File: src/rtl/uart_tx_arb_if.sv
// Requester/serializer signal bundle for uart_tx_arb.
// slave modport is the arbiter's view, master modport is the requester+uart_tx side.
interface uart_tx_arb_if #(
    parameter int NREQ = 4
);
    // Handshakes: req[i] is a level valid held with data/last until ack[i], a one-cycle
    // accept; tx_rdy is a one-cycle strobe to uart_tx with tx_byte held until tx_done.
    logic [NREQ-1:0]   req;
    logic [NREQ-1:0]   last;
    logic [8*NREQ-1:0] data;
    logic [NREQ-1:0]   ack;
    logic [NREQ-1:0]   grant;
    logic              tx_rdy;
    logic [7:0]        tx_byte;
    logic              tx_done;
    logic              busy;
    logic              err;

    modport slave (
        input  req, last, data, tx_done,
        output ack, grant, tx_rdy, tx_byte, busy, err
    );

    modport master (
        output req, last, data, tx_done,
        input  ack, grant, tx_rdy, tx_byte, busy, err
    );
endinterface

File: src/rtl/uart_tx_arb.sv
// Round-robin arbiter sharing one uart_tx among NREQ byte sources, with packet bursts.
// Optional WAIT watchdog is built when UART_TX_ARB_WDOG_EN is defined.
module uart_tx_arb #(
    parameter int NREQ      = 4,
    parameter int MAX_BURST = 16,
    parameter int TIMEOUT   = 65535
) (
    input  logic         clk,
    input  logic         reset,
    uart_tx_arb_if.slave bus,
    output logic [1:0]   dbg_state
);
    localparam int              PW       = (NREQ > 1) ? $clog2(NREQ) : 1;
    localparam logic [7:0]      MAX_B    = 8'(MAX_BURST);
    localparam logic [PW-1:0]   LAST_IDX = PW'(NREQ - 1);

    typedef enum logic [1:0] {
        IDLE = 2'd0,
        SEND = 2'd1,
        WAIT = 2'd2
    } state_t;

    state_t          state_q, state_d;
    logic [PW-1:0]   ptr_q, ptr_d;
    logic [PW-1:0]   w_q, w_d;
    logic [PW-1:0]   win, cand, nxt_ptr;
    logic            found;
    logic [7:0]      burst_q, burst_d;
    logic [7:0]      tx_byte_q, tx_byte_d;
    logic            last_q, last_d;
    logic            tx_rdy_q, tx_rdy_d;
    logic            err_q, err_d;
    logic [NREQ-1:0] ack_q, ack_d;
    logic [NREQ-1:0] grant_oh;
    logic            wd_fire;

    // First requesting index at or above the pointer, wrapping modulo NREQ.
    always_comb begin : winner_search
        found = 1'b0;
        win   = ptr_q;
        cand  = ptr_q;
        for (int off = 0; off < NREQ; off++) begin
            if (int'(ptr_q) + off >= NREQ)
                cand = PW'(int'(ptr_q) + off - NREQ);
            else
                cand = PW'(int'(ptr_q) + off);
            if (!found && bus.req[cand]) begin
                found = 1'b1;
                win   = cand;
            end
        end
    end

    assign nxt_ptr = (w_q == LAST_IDX) ? '0 : w_q + PW'(1);

    always_comb begin : grant_decode
        grant_oh = '0;
        if (state_q != IDLE) grant_oh[w_q] = 1'b1;
    end

`ifdef UART_TX_ARB_WDOG_EN
    localparam logic [19:0] WD_LIM = 20'(TIMEOUT - 1);
    logic [19:0] wd_q, wd_d;

    // Held at zero outside WAIT, so every entry into WAIT starts a fresh count.
    always_comb begin : wd_next
        wd_d = wd_q + 20'd1;
        if (state_q != WAIT) wd_d = '0;
    end

    always_ff @(posedge clk or posedge reset) begin
        if (reset) wd_q <= '0;
        else       wd_q <= wd_d;
    end

    assign wd_fire = (wd_q == WD_LIM);
`else
    assign wd_fire = 1'b0;
`endif

    always_comb begin : fsm_next
        state_d   = state_q;
        ptr_d     = ptr_q;
        w_d       = w_q;
        burst_d   = burst_q;
        last_d    = last_q;
        tx_byte_d = tx_byte_q;
        tx_rdy_d  = 1'b0;
        ack_d     = '0;
        err_d     = 1'b0;
        case (state_q)
            IDLE: begin
                if (found) begin
                    w_d     = win;
                    burst_d = '0;
                    state_d = SEND;
                end
            end
            SEND: begin
                if (bus.req[w_q]) begin
                    tx_byte_d  = bus.data[{w_q, 3'b000} +: 8];
                    tx_rdy_d   = 1'b1;
                    ack_d[w_q] = 1'b1;
                    last_d     = bus.last[w_q];
                    burst_d    = (burst_q == 8'hFF) ? burst_q : burst_q + 8'd1;
                    state_d    = WAIT;
                end else begin
                    state_d = IDLE;
                    ptr_d   = nxt_ptr;
                end
            end
            WAIT: begin
                if (bus.tx_done) begin
                    if (last_q || burst_q >= MAX_B) begin
                        state_d = IDLE;
                        ptr_d   = nxt_ptr;
                    end else begin
                        state_d = SEND;
                    end
                end else if (wd_fire) begin
                    err_d   = 1'b1;
                    state_d = IDLE;
                    ptr_d   = nxt_ptr;
                end
            end
            default: state_d = IDLE;
        endcase
    end

    always_ff @(posedge clk or posedge reset) begin
        if (reset) begin
            state_q   <= IDLE;
            ptr_q     <= '0;
            w_q       <= '0;
            burst_q   <= '0;
            last_q    <= 1'b0;
            tx_byte_q <= 8'h00;
            tx_rdy_q  <= 1'b0;
            ack_q     <= '0;
            err_q     <= 1'b0;
        end else begin
            state_q   <= state_d;
            ptr_q     <= ptr_d;
            w_q       <= w_d;
            burst_q   <= burst_d;
            last_q    <= last_d;
            tx_byte_q <= tx_byte_d;
            tx_rdy_q  <= tx_rdy_d;
            ack_q     <= ack_d;
            err_q     <= err_d;
        end
    end

    assign bus.ack     = ack_q;
    assign bus.grant   = grant_oh;
    assign bus.tx_rdy  = tx_rdy_q;
    assign bus.tx_byte = tx_byte_q;
    assign bus.busy    = (state_q != IDLE);
    assign bus.err     = err_q;
    assign dbg_state   = state_q;
endmodule

File: src/flat_wrapper.sv
// flat-port wrapper written by rule: the top's interface ports become plain ports
module uart_tx_arb_flat 
#(
    parameter int NREQ      = 4,
    parameter int MAX_BURST = 16,
    parameter int TIMEOUT   = 65535
)
  (clk, reset, dbg_state, bus_req, bus_last, bus_data, bus_tx_done, bus_ack, bus_grant, bus_tx_rdy, bus_tx_byte, bus_busy, bus_err);
  uart_tx_arb_if #(.NREQ(NREQ)) bus_i ();
  input  logic clk;
  input  logic reset;
  output logic [1:0] dbg_state;
  input wire logic [$bits(bus_i.req)-1:0] bus_req;
  input wire logic [$bits(bus_i.last)-1:0] bus_last;
  input wire logic [$bits(bus_i.data)-1:0] bus_data;
  input wire logic [$bits(bus_i.tx_done)-1:0] bus_tx_done;
  output wire logic [$bits(bus_i.ack)-1:0] bus_ack;
  output wire logic [$bits(bus_i.grant)-1:0] bus_grant;
  output wire logic [$bits(bus_i.tx_rdy)-1:0] bus_tx_rdy;
  output wire logic [$bits(bus_i.tx_byte)-1:0] bus_tx_byte;
  output wire logic [$bits(bus_i.busy)-1:0] bus_busy;
  output wire logic [$bits(bus_i.err)-1:0] bus_err;
  assign bus_i.req = bus_req;
  assign bus_i.last = bus_last;
  assign bus_i.data = bus_data;
  assign bus_i.tx_done = bus_tx_done;
  assign bus_ack = bus_i.ack;
  assign bus_grant = bus_i.grant;
  assign bus_tx_rdy = bus_i.tx_rdy;
  assign bus_tx_byte = bus_i.tx_byte;
  assign bus_busy = bus_i.busy;
  assign bus_err = bus_i.err;
  uart_tx_arb #(.NREQ(NREQ), .MAX_BURST(MAX_BURST), .TIMEOUT(TIMEOUT)) u_core (.clk(clk), .reset(reset), .bus(bus_i), .dbg_state(dbg_state));
endmodule
File: config.mk
export PLATFORM = sky130hd
export DESIGN_NAME = uart_tx_arb_flat
export DESIGN_NICKNAME = d
export VERILOG_FILES = /design/src/rtl/uart_tx_arb_if.sv /design/src/rtl/uart_tx_arb.sv /design/src/flat_wrapper.sv
export SDC_FILE = /design/constraint.sdc
export NUM_CORES = 1
export LEC_CHECK = 0
export CORE_MARGIN = 2
export CORE_UTILIZATION = 35
export DETAILED_ROUTE_END_ITERATION = 8
export PLACE_DENSITY_LB_ADDON = 0.08
export SYNTH_ARGS = -nofsm -noshare
export SYNTH_HDL_FRONTEND = slang
export SYNTH_SLANG_ARGS = --single-unit
File: constraint.sdc
create_clock -name clk -period 2.2 [get_ports clk]
set_clock_uncertainty 0.15 [all_clocks]
set_input_delay 0.44 -clock clk [delete_from_list [all_inputs] [get_ports clk]]
set_output_delay 0.44 -clock clk [all_outputs]
set_load 0.02 [all_outputs]
* Word-level counts from Yosys, hierarchy flattened
Cells that the tools add are included.
Word-level totals: input port bits 43, logic and storage cells 101, output and inout port bits 21, register bits after elaboration 28
Operators by class: add/subtract/negate cells 9, magnitude comparators 11, shift-type cells 1, mux-type cells 45, reductions and logical operators 17, eq/ne operators 10
Operator list (count):
- $shiftx A32 B6 Y8 | 1
- $mux W2 | 15
- $mux W8 | 3
- $pmux W8 S2 | 1
- $lt A2 B3 Y1 const B | 5
- $mux W1 | 14
- $bmux W1 S2 | 6
- $mux W4 | 3
- $ge A3 B3 Y1 const B | 3
- $add A8 B1 Y8 const B | 1
- $eq A8 B8 Y1 const B | 1
- $ge A8 B5 Y1 const B | 1
- $reduce_and A4 Y1 | 2
- $sub A2 B1 Y2 const B | 4
- $add A2 B2 Y3 const B | 2
- $ne A2 B1 Y1 const B | 3
- $ne A2 B2 Y1 const B | 3
- $pmux W2 S3 | 1
- $reduce_and A2 Y1 | 3
- $reduce_bool A2 Y1 | 3
- $eq A2 B2 Y1 const B | 2
- $logic_and A1 B1 Y1 | 4
- $pmux W2 S2 | 1
- $add A2 B1 Y3 const B | 1
- other kinds (8) | 10

* Logic depth before layout (Yosys ltp)
Gate-level depths: netlist of run 1.
depth after elaboration 16, depth in mapped cells 5, depth with buffers taken out 4

* Least setup slack after synthesis of run 1
Ideal clock, no wire load.
path type register to register, start register u_core.w_q[0], end register u_core.tx_byte_q[0] (netlist: u_core.bus.tx_byte[0]), data required time 1.922 ns, stages on the path, launching flop included 5, arrival 1.631 ns, clock period less this slack 1.908 ns, buffers on the path 1, library setup time 0.128 ns, slack 0.292 ns, path through dfrtp_1 -> mux4_2 -> nand2_2 -> buf_2 -> mux2_1
On the way: cells in the longest elaborated chain, start to end 3, elaborated cells between the ends (all ways) 4, those cells by class shift: 1; mux: 2; reduce/logical: 1
RTL lines:
- from (decl) | line uart_tx_arb.sv:25 | logic [PW-1:0] w_q, w_d;
- from (signal assigned) | line uart_tx_arb.sv:144 | w_q <= w_d;
- branches (longest 3 deep; another with $shiftx A32 B6 Y8)
- to (signal assigned) | line uart_tx_arb.sv:147 | tx_byte_q <= tx_byte_d;
- to (decl) | line uart_tx_arb.sv:29 | logic [7:0] tx_byte_q, tx_byte_d;
Several ways; the timed one is not identified. The select of a mux whose other input is x is not followed. A chain may end at the register's enable or synchronous reset.

* Worst setup path in the final report of run 1
start register u_core.w_q[0], end output bus_grant[0]
On the way: cells in the longest elaborated chain, start to end 5, elaborated cells between the ends (all ways) 6, those cells by class order compare: 2; mux: 3; reduce/logical: 1
RTL lines:
- $lt A2 B3 Y1 (implied by the code) or $ge A2 B1 Y1 (tied branches) | line uart_tx_arb.sv:58 | if (state_q != IDLE) grant_oh[w_q] = 1'b1;
- $logic_and A1 B1 Y1 (implied by the code) | line uart_tx_arb.sv:58
- $mux W1 (implied by the code) | line uart_tx_arb.sv:58
- $demux W1 S2 *
- $mux W4 * | line uart_tx_arb.sv:58
- to (decl) | line flat_wrapper.sv:18 | output wire logic [$bits(bus_i.grant)-1:0] bus_grant;
Mark *: on every way between the ends. The rest lies on a longest branch, timed or not.

==> results of run 1 <==
==> stage by stage <==
stage,utilization,instances,hold WS [ns]
5_1_grt,0.5562,270,0.3786
3_5_place_dp,0.5397,266,0.3400
6_report,0.5562,270,0.3550
3_3_place_gp,0.5397,266,0.3251
2_1_floorplan,-,146,0.3152
4_1_cts,0.5551,270,0.3629
==> synth_stat cells, types with 3 or more instances <==
| cell type | instances |
|---|---|
| mux4_2 | 10 |
| o21ai_1 | 3 |
| inv_1 | 14 |
| ha_1 | 6 |
| mux2_1 | 11 |
| nand2_1 | 9 |
| a21oi_1 | 3 |
| nand2b_1 | 5 |
| dfrtp_1 | 28 |
| nand3_1 | 3 |
| nor2_1 | 14 |
| nor3_1 | 6 |
| buf_2 | 3 |
==> power groups by stage <==
| stage | Sequential, mW | Combinational (mW) | Clock, mW |
|---|---|---|---|
| after floorplan | 0.956 | 0.745 | 0 |
| after global placement | 0.832 | 1.52 | 0 |
| after detailed placement | 0.840 | 1.55 | 0 |
| after CTS | 0.834 | 1.53 | 0.418 |
| after global routing | 0.860 | 1.65 | 0.439 |
| final | 0.833 | 1.49 | 0.408 |
==> final timing paths <==
check | end | slack (ns) | depth (start not counted)
max | bus_grant[0] | 0.13 | 5
min | u_core.bus.tx_byte[0]$_DFFE_PP0P_ | 0.36 | 1
max reg2reg | u_core.bus.tx_byte[1]$_DFFE_PP0P_ | 0.28 | 4
min reg2reg | u_core.bus.tx_byte[0]$_DFFE_PP0P_ | 0.36 | 1
max in group asynchronous | u_core.w_q[1]$_DFFE_PP0P_ | 1.23 | 3
min in group asynchronous | u_core.bus.tx_byte[4]$_DFFE_PP0P_ | 0.38 | 3
==> metal layers <==
layer	track usage	share of wire	wire length (microns)
met3	0.02672	0.026	103
met1	0.2181	0.43	1686
met5	0	0	0
met2	0.3086	0.54	2122
met4	0.03983	0.0084	33
==> cells by family (layout without fill, tap and decap cells) <==
group	after synthesis	count (layout)
other	1	1
muxes	23	23
buffers and inverters	21	93
DFF	28	28
AOI/OAI and AO/OA	21	21
adders and majority gates	6	6
and+or+nand+nor	46	46
==> area by class of cell <==
class                      instances  area (sq um)
clock buffer                       3         41.29
timing repair buffer              74         721.9
inverter                          15         56.30
fill                             392          1946
sequential                        28         703.2
tap                               52         65.06
multi-input combinational         97         820.8
clock inverter                     1         30.03
==> sequential cells by signal, summed over array words and instances, names as in the netlist <==
signal              count
u_core.ptr_q            2
u_core.burst_q          8
u_core.dbg_state        2
u_core.w_q              2
u_core.bus.tx_rdy       1
u_core.last_q           1
u_core.bus.ack          4
u_core.bus.tx_byte      8
==> timing repair <==
action	4_1_cts	5_1_grt
endpoints found under the setup margin	4	2
pin swaps	0	0
resized for setup	5	3
endpoints found under the hold margin	0	0
==> flow_metrics.env, run 1 <==
export IMPL_die_area_sq_um=5152
export IMPL_diodes=0
export IMPL_cts_root_buf="clkbuf_8"
export IMPL_ctsHoldBuffers=0
export IMPL_peakVddDrop_uv=620.3
export IMPL_period_needed_ns=2.072
export IMPL_final_cell_mix="57 x clkdlybuf4s50_1, 26 x dfrtp_1, 14 x nor2_1, 14 x inv_1"
export IMPL_power_leakage_nw=1.025
export IMPL_syn2layout_area_growth_pct=51.67
export IMPL_grt_pass1_vias=1486
export IMPL_power_density_nw_per_um2=1122
export IMPL_timing_final_crit_share=0.9417
export IMPL_fmax_mhz=482.7
export IMPL_outcome="finished clean"
export IMPL_synth_ff_type="dfrtp_1"
export IMPL_synth_top_cell_area_share=0.4358
export IMPL_switching_power_mw=1.042
export IMPL_drt_iter0_drc=57
export IMPL_post_cts_setup_buffer_count=0
export IMPL_setup_viol=0
export IMPL_initial_core_util=0.3667
export IMPL_slew_violations=0
export IMPL_critPathKind="register to output port"
export IMPL_place_ws_ns=-0.1424
export IMPL_r2r_start="u_core.w_q[0]$_DFFE_PP0P_"
export IMPL_path_cells="inv_1 > ha_1 > inv_1 > nor2_1 > clkdlybuf4s15_1"
export IMPL_max_cap_viol_count=0
export IMPL_pwr_share_seq=0.304
export IMPL_worstSetupStartpoint="u_core.w_q[0]$_DFFE_PP0P_"
export IMPL_h_tree_depth=1
export IMPL_final_common_cell="clkdlybuf4s50_1"
export IMPL_synthAdderAreaFrac=0.04669
export IMPL_cp_start_kind="register"
export IMPL_intPower_mw=1.694
export IMPL_synth_compound_area_frac=0.08949
export IMPL_grt_overflow=0
export IMPL_async_reset_ff_frac=1.000
export IMPL_drt_wirelength_per_cell_microns=14.61
export IMPL_place_port_buffers=62
export IMPL_cts_buffers=3
export IMPL_synthTopCellsByArea="dfrtp_1 44%, mux4_2 14%, mux2_1 7.7%"
export IMPL_worstPathArrival_ns=1.48
export IMPL_ant_nets=0
export IMPL_vias=1357
export IMPL_insertion_delay_ns=0.28
export IMPL_worstHoldPathType="register to register"
export IMPL_clkPwrFrac=0.149
export IMPL_die_h_microns=71.78
export IMPL_final_nets=268
export IMPL_power_frac_comb=0.546
export IMPL_worstPathRequired_ns=1.61
export IMPL_antenna_found_initial=0
export IMPL_timing_setup_tns_ns=0
export IMPL_setup_slack_ns=0.1283
export IMPL_dpl_cell_area_sq_um=2366
export IMPL_clkSinkCount=28
export IMPL_finalWirelength_microns=3946
export IMPL_clock_tree_buffer_depth=2
export IMPL_hpwl_microns=3226
export IMPL_crit_slowest_cell="dfrtp_2"
export IMPL_crit_top_cell="inv_1"
export IMPL_rsz0062_at_grt="false"
export IMPL_die_w_microns=71.78
export IMPL_endpoint_kind="output port"
export IMPL_via_per_inst=5.026
export IMPL_yosys_area_top_type="dfrtp_1"
export IMPL_worst_path_max_fanout=5
export IMPL_core_sq_um=4384
export IMPL_dr_pass1_iters=4
export IMPL_synth_avg_cell_area_sq_um=11.01
export IMPL_max_stage_delay_ns=0.46
export IMPL_ys_ff_latch=28
export IMPL_min_delay_start="u_core.bus.tx_byte[0]$_DFFE_PP0P_"
export IMPL_post_route_drc_count=0
export IMPL_grt_max_degree=29
export IMPL_syn_inst=146
export IMPL_grt_pass1_wl_microns=6920
export IMPL_crit_family="buffers and inverters"
export IMPL_ys_seq_area_frac=0.4358
export IMPL_synth_mux_area_frac=0.2296
export IMPL_synth_top_family_by_area="multiplexers"
export IMPL_cts_tree="yes"
export IMPL_layout_drive_gt1_share=0.1376
export IMPL_syn_nets=195
export IMPL_synthSimpleGateAreaFrac=0.1424
export IMPL_netlist_area_sq_um=1608
export IMPL_crit_buf_inv=3
export IMPL_path_clk_slew_ns=0.10
export IMPL_fp_row_count=24
export IMPL_hold_violations=0
export IMPL_synth_edf_count=0
export IMPL_synth_distinct_cells=37
export IMPL_power_total_mw=2.736
export IMPL_gp_congestion=0.8247
export IMPL_yosys_warnings=0
export IMPL_io_pins=64
export IMPL_grt_use_total=0.1721
export IMPL_synthXorXnorAreaFrac=0
export IMPL_final_cell_area_sq_um=2439
export IMPL_p_sw_frac=0.3807
No activity file was read; power rests on OpenSTA's default activity.
==> run 2, diff against run 1 <==
==> constraint.sdc (replaced) <==
create_clock -name clk -period 2.2 [get_ports clk]
set_clock_uncertainty 0.15 [all_clocks]
set_input_delay 0.44 -clock clk [delete_from_list [all_inputs] [get_ports clk]]
set_output_delay 0.44 -clock clk [all_outputs]
set_load 0.01 [all_outputs]
==> run 2 against run 1 <==
  * Setup slack worse by 0.020 ns
  * Wire length up 1.1%
  * Combinational power down 3%
  * Sequential power is 0.5% lower
  * Global-route usage decreased by 0.30 points
  * Critical endpoint is now bus_busy
==> flow_metrics.env, run 2 (same netlist as run 1, synthesis figures left out) <==
export IMPL_r2r_start="u_core.w_q[0]$_DFFE_PP0P_"
export IMPL_power_density_nw_per_um2=1039
export IMPL_max_stage_delay_ns=0.47
export IMPL_grt_pass1_wl_microns=6782
export IMPL_grt_max_degree=29
export IMPL_worstSetupStartpoint="u_core.dbg_state[1]$_DFFE_PP0P_"
export IMPL_clock_tree_buffer_depth=2
export IMPL_critPathKind="register to output port"
export IMPL_finalWirelength_microns=3988
export IMPL_setup_viol=0
export IMPL_worstHoldPathType="register to register"
export IMPL_grt_pass1_vias=1451
export IMPL_drt_iter0_drc=60
export IMPL_dp_cells=266
export IMPL_fmax_mhz=478.0
export IMPL_place_ws_ns=-0.1262
export IMPL_die_area_sq_um=5152
export IMPL_grt_overflow=0
export IMPL_gp_congestion=0.9110
export IMPL_cts_tree="yes"
export IMPL_cp_start_kind="register"
export IMPL_grt_use_total=0.1691
export IMPL_cts_root_buf="clkbuf_8"
export IMPL_worstPathArrival_ns=1.50
export IMPL_antenna_found_initial=0
export IMPL_die_w_microns=71.78
export IMPL_crit_family="buffers and inverters"
export IMPL_endpoint_kind="output port"
export IMPL_worstPathRequired_ns=1.61
export IMPL_core_sq_um=4384
export IMPL_cts_buffers=3
export IMPL_initial_core_util=0.3667
export IMPL_min_delay_start="u_core.last_q$_DFFE_PP0P_"
export IMPL_utilization=0.5611
export IMPL_insertion_delay_ns=0.27
export IMPL_slew_violations=0
export IMPL_stdcell_count=274
export IMPL_final_cell_mix="58 x clkdlybuf4s50_1, 25 x dfrtp_1, 15 x buf_4"
export IMPL_ctsHoldBuffers=0
export IMPL_power_leakage_nw=1.047
export IMPL_path_cells="nor2_1 > buf_4 > inv_1 > clkdlybuf4s50_1"
export IMPL_rsz0062_at_grt="false"
export IMPL_timing_final_crit_share=0.9509
export IMPL_io_pins=64
export IMPL_max_cap_viol_count=0
export IMPL_post_route_drc_count=0
export IMPL_die_h_microns=71.78
export IMPL_timing_setup_tns_ns=0
export IMPL_setup_slack_ns=0.1080
export IMPL_hpwl_microns=3210
export IMPL_peakVddDrop_uv=539.4
export IMPL_final_nets=273
export IMPL_hold_violations=0
export IMPL_outcome="finished clean"
export IMPL_crit_buf_inv=3
export IMPL_vias=1369
export IMPL_dpl_cell_area_sq_um=2379
export IMPL_layout_drive_gt1_share=0.1577
export IMPL_path_clk_slew_ns=0.09
export IMPL_final_common_cell="clkdlybuf4s50_1"
export IMPL_final_cell_area_sq_um=2460
export IMPL_diodes=0
export IMPL_ant_nets=0
export IMPL_place_port_buffers=62
export IMPL_worst_path_max_fanout=7
export IMPL_dr_pass1_iters=4
export IMPL_crit_slowest_cell="clkdlybuf4s50_1"
export IMPL_via_per_inst=4.996
export IMPL_h_tree_depth=1
export IMPL_syn2layout_area_growth_pct=53.00
export IMPL_clkSinkCount=28
export IMPL_fp_row_count=24
export IMPL_period_needed_ns=2.092
export IMPL_drt_wirelength_per_cell_microns=14.55
==> run 2: changes by cell type in the layout (fill, tap and decap cells not counted) <==
cell / previous run / this run
buf_12: 1 / 2
buf_4: 11 / 15
bufinv_16: 1 / 0
clkdlybuf4s15_1: 1 / 0
clkdlybuf4s50_1: 57 / 58
dfrtp_1: 26 / 25
dfrtp_2: 2 / 3
==> run 2: final timing paths <==
check / endpoint / slack (ns) / depth (start not counted)
min: u_core.last_q$_DFFE_PP0P_ / 0.35 / 1
max in group asynchronous: u_core.w_q[1]$_DFFE_PP0P_ / 1.23 / 3
max reg2reg: u_core.burst_q[2]$_DFFE_PP0P_ / 0.19 / 6
min in group asynchronous: u_core.bus.tx_byte[5]$_DFFE_PP0P_ / 0.38 / 3
max: bus_busy / 0.11 / 4
min reg2reg: u_core.last_q$_DFFE_PP0P_ / 0.35 / 1
==> run 2: layer usage <==
layer,vias up,routed length (microns),global-route usage
met3,4,109,0.03094
met4,0,53,0.04612
li1,680,-,-
met2,28,2135,0.3138
met5,-,0,0
met1,657,1689,0.1989
==> run 2: where the power goes <==
group / internal (mW) / switching, mW
logic: 0.822 / 0.631
clock network: 0.123 / 0.150
registers: 0.694 / 0.135
==> run 2: through the flow <==
| stage | total power [mW] | hold slack, ns |
|---|---|---|
| after floorplan | 1.582 | 0.3152 |
| after global placement | 2.256 | 0.3258 |
| after detailed placement | 2.283 | 0.3308 |
| after CTS | 2.547 | 0.3610 |
| after global routing | 2.758 | 0.3834 |
| final | 2.555 | 0.3549 |
==> run 2: repair_timing <==
item,in CTS,in global routing
resized for setup,6,1
endpoints found under the setup margin,4,2
setup buffers,0,5
pin swaps,0,0
==> run 2: area by class of cell <==
type	instances	area, sq um
fillers	381	1924
multi-input cells	97	820.8
repair buffers	79	772.0
flip-flops and latches	28	704.4
well taps	52	65.06
inverters	15	56.30
clock buffers	3	41.29
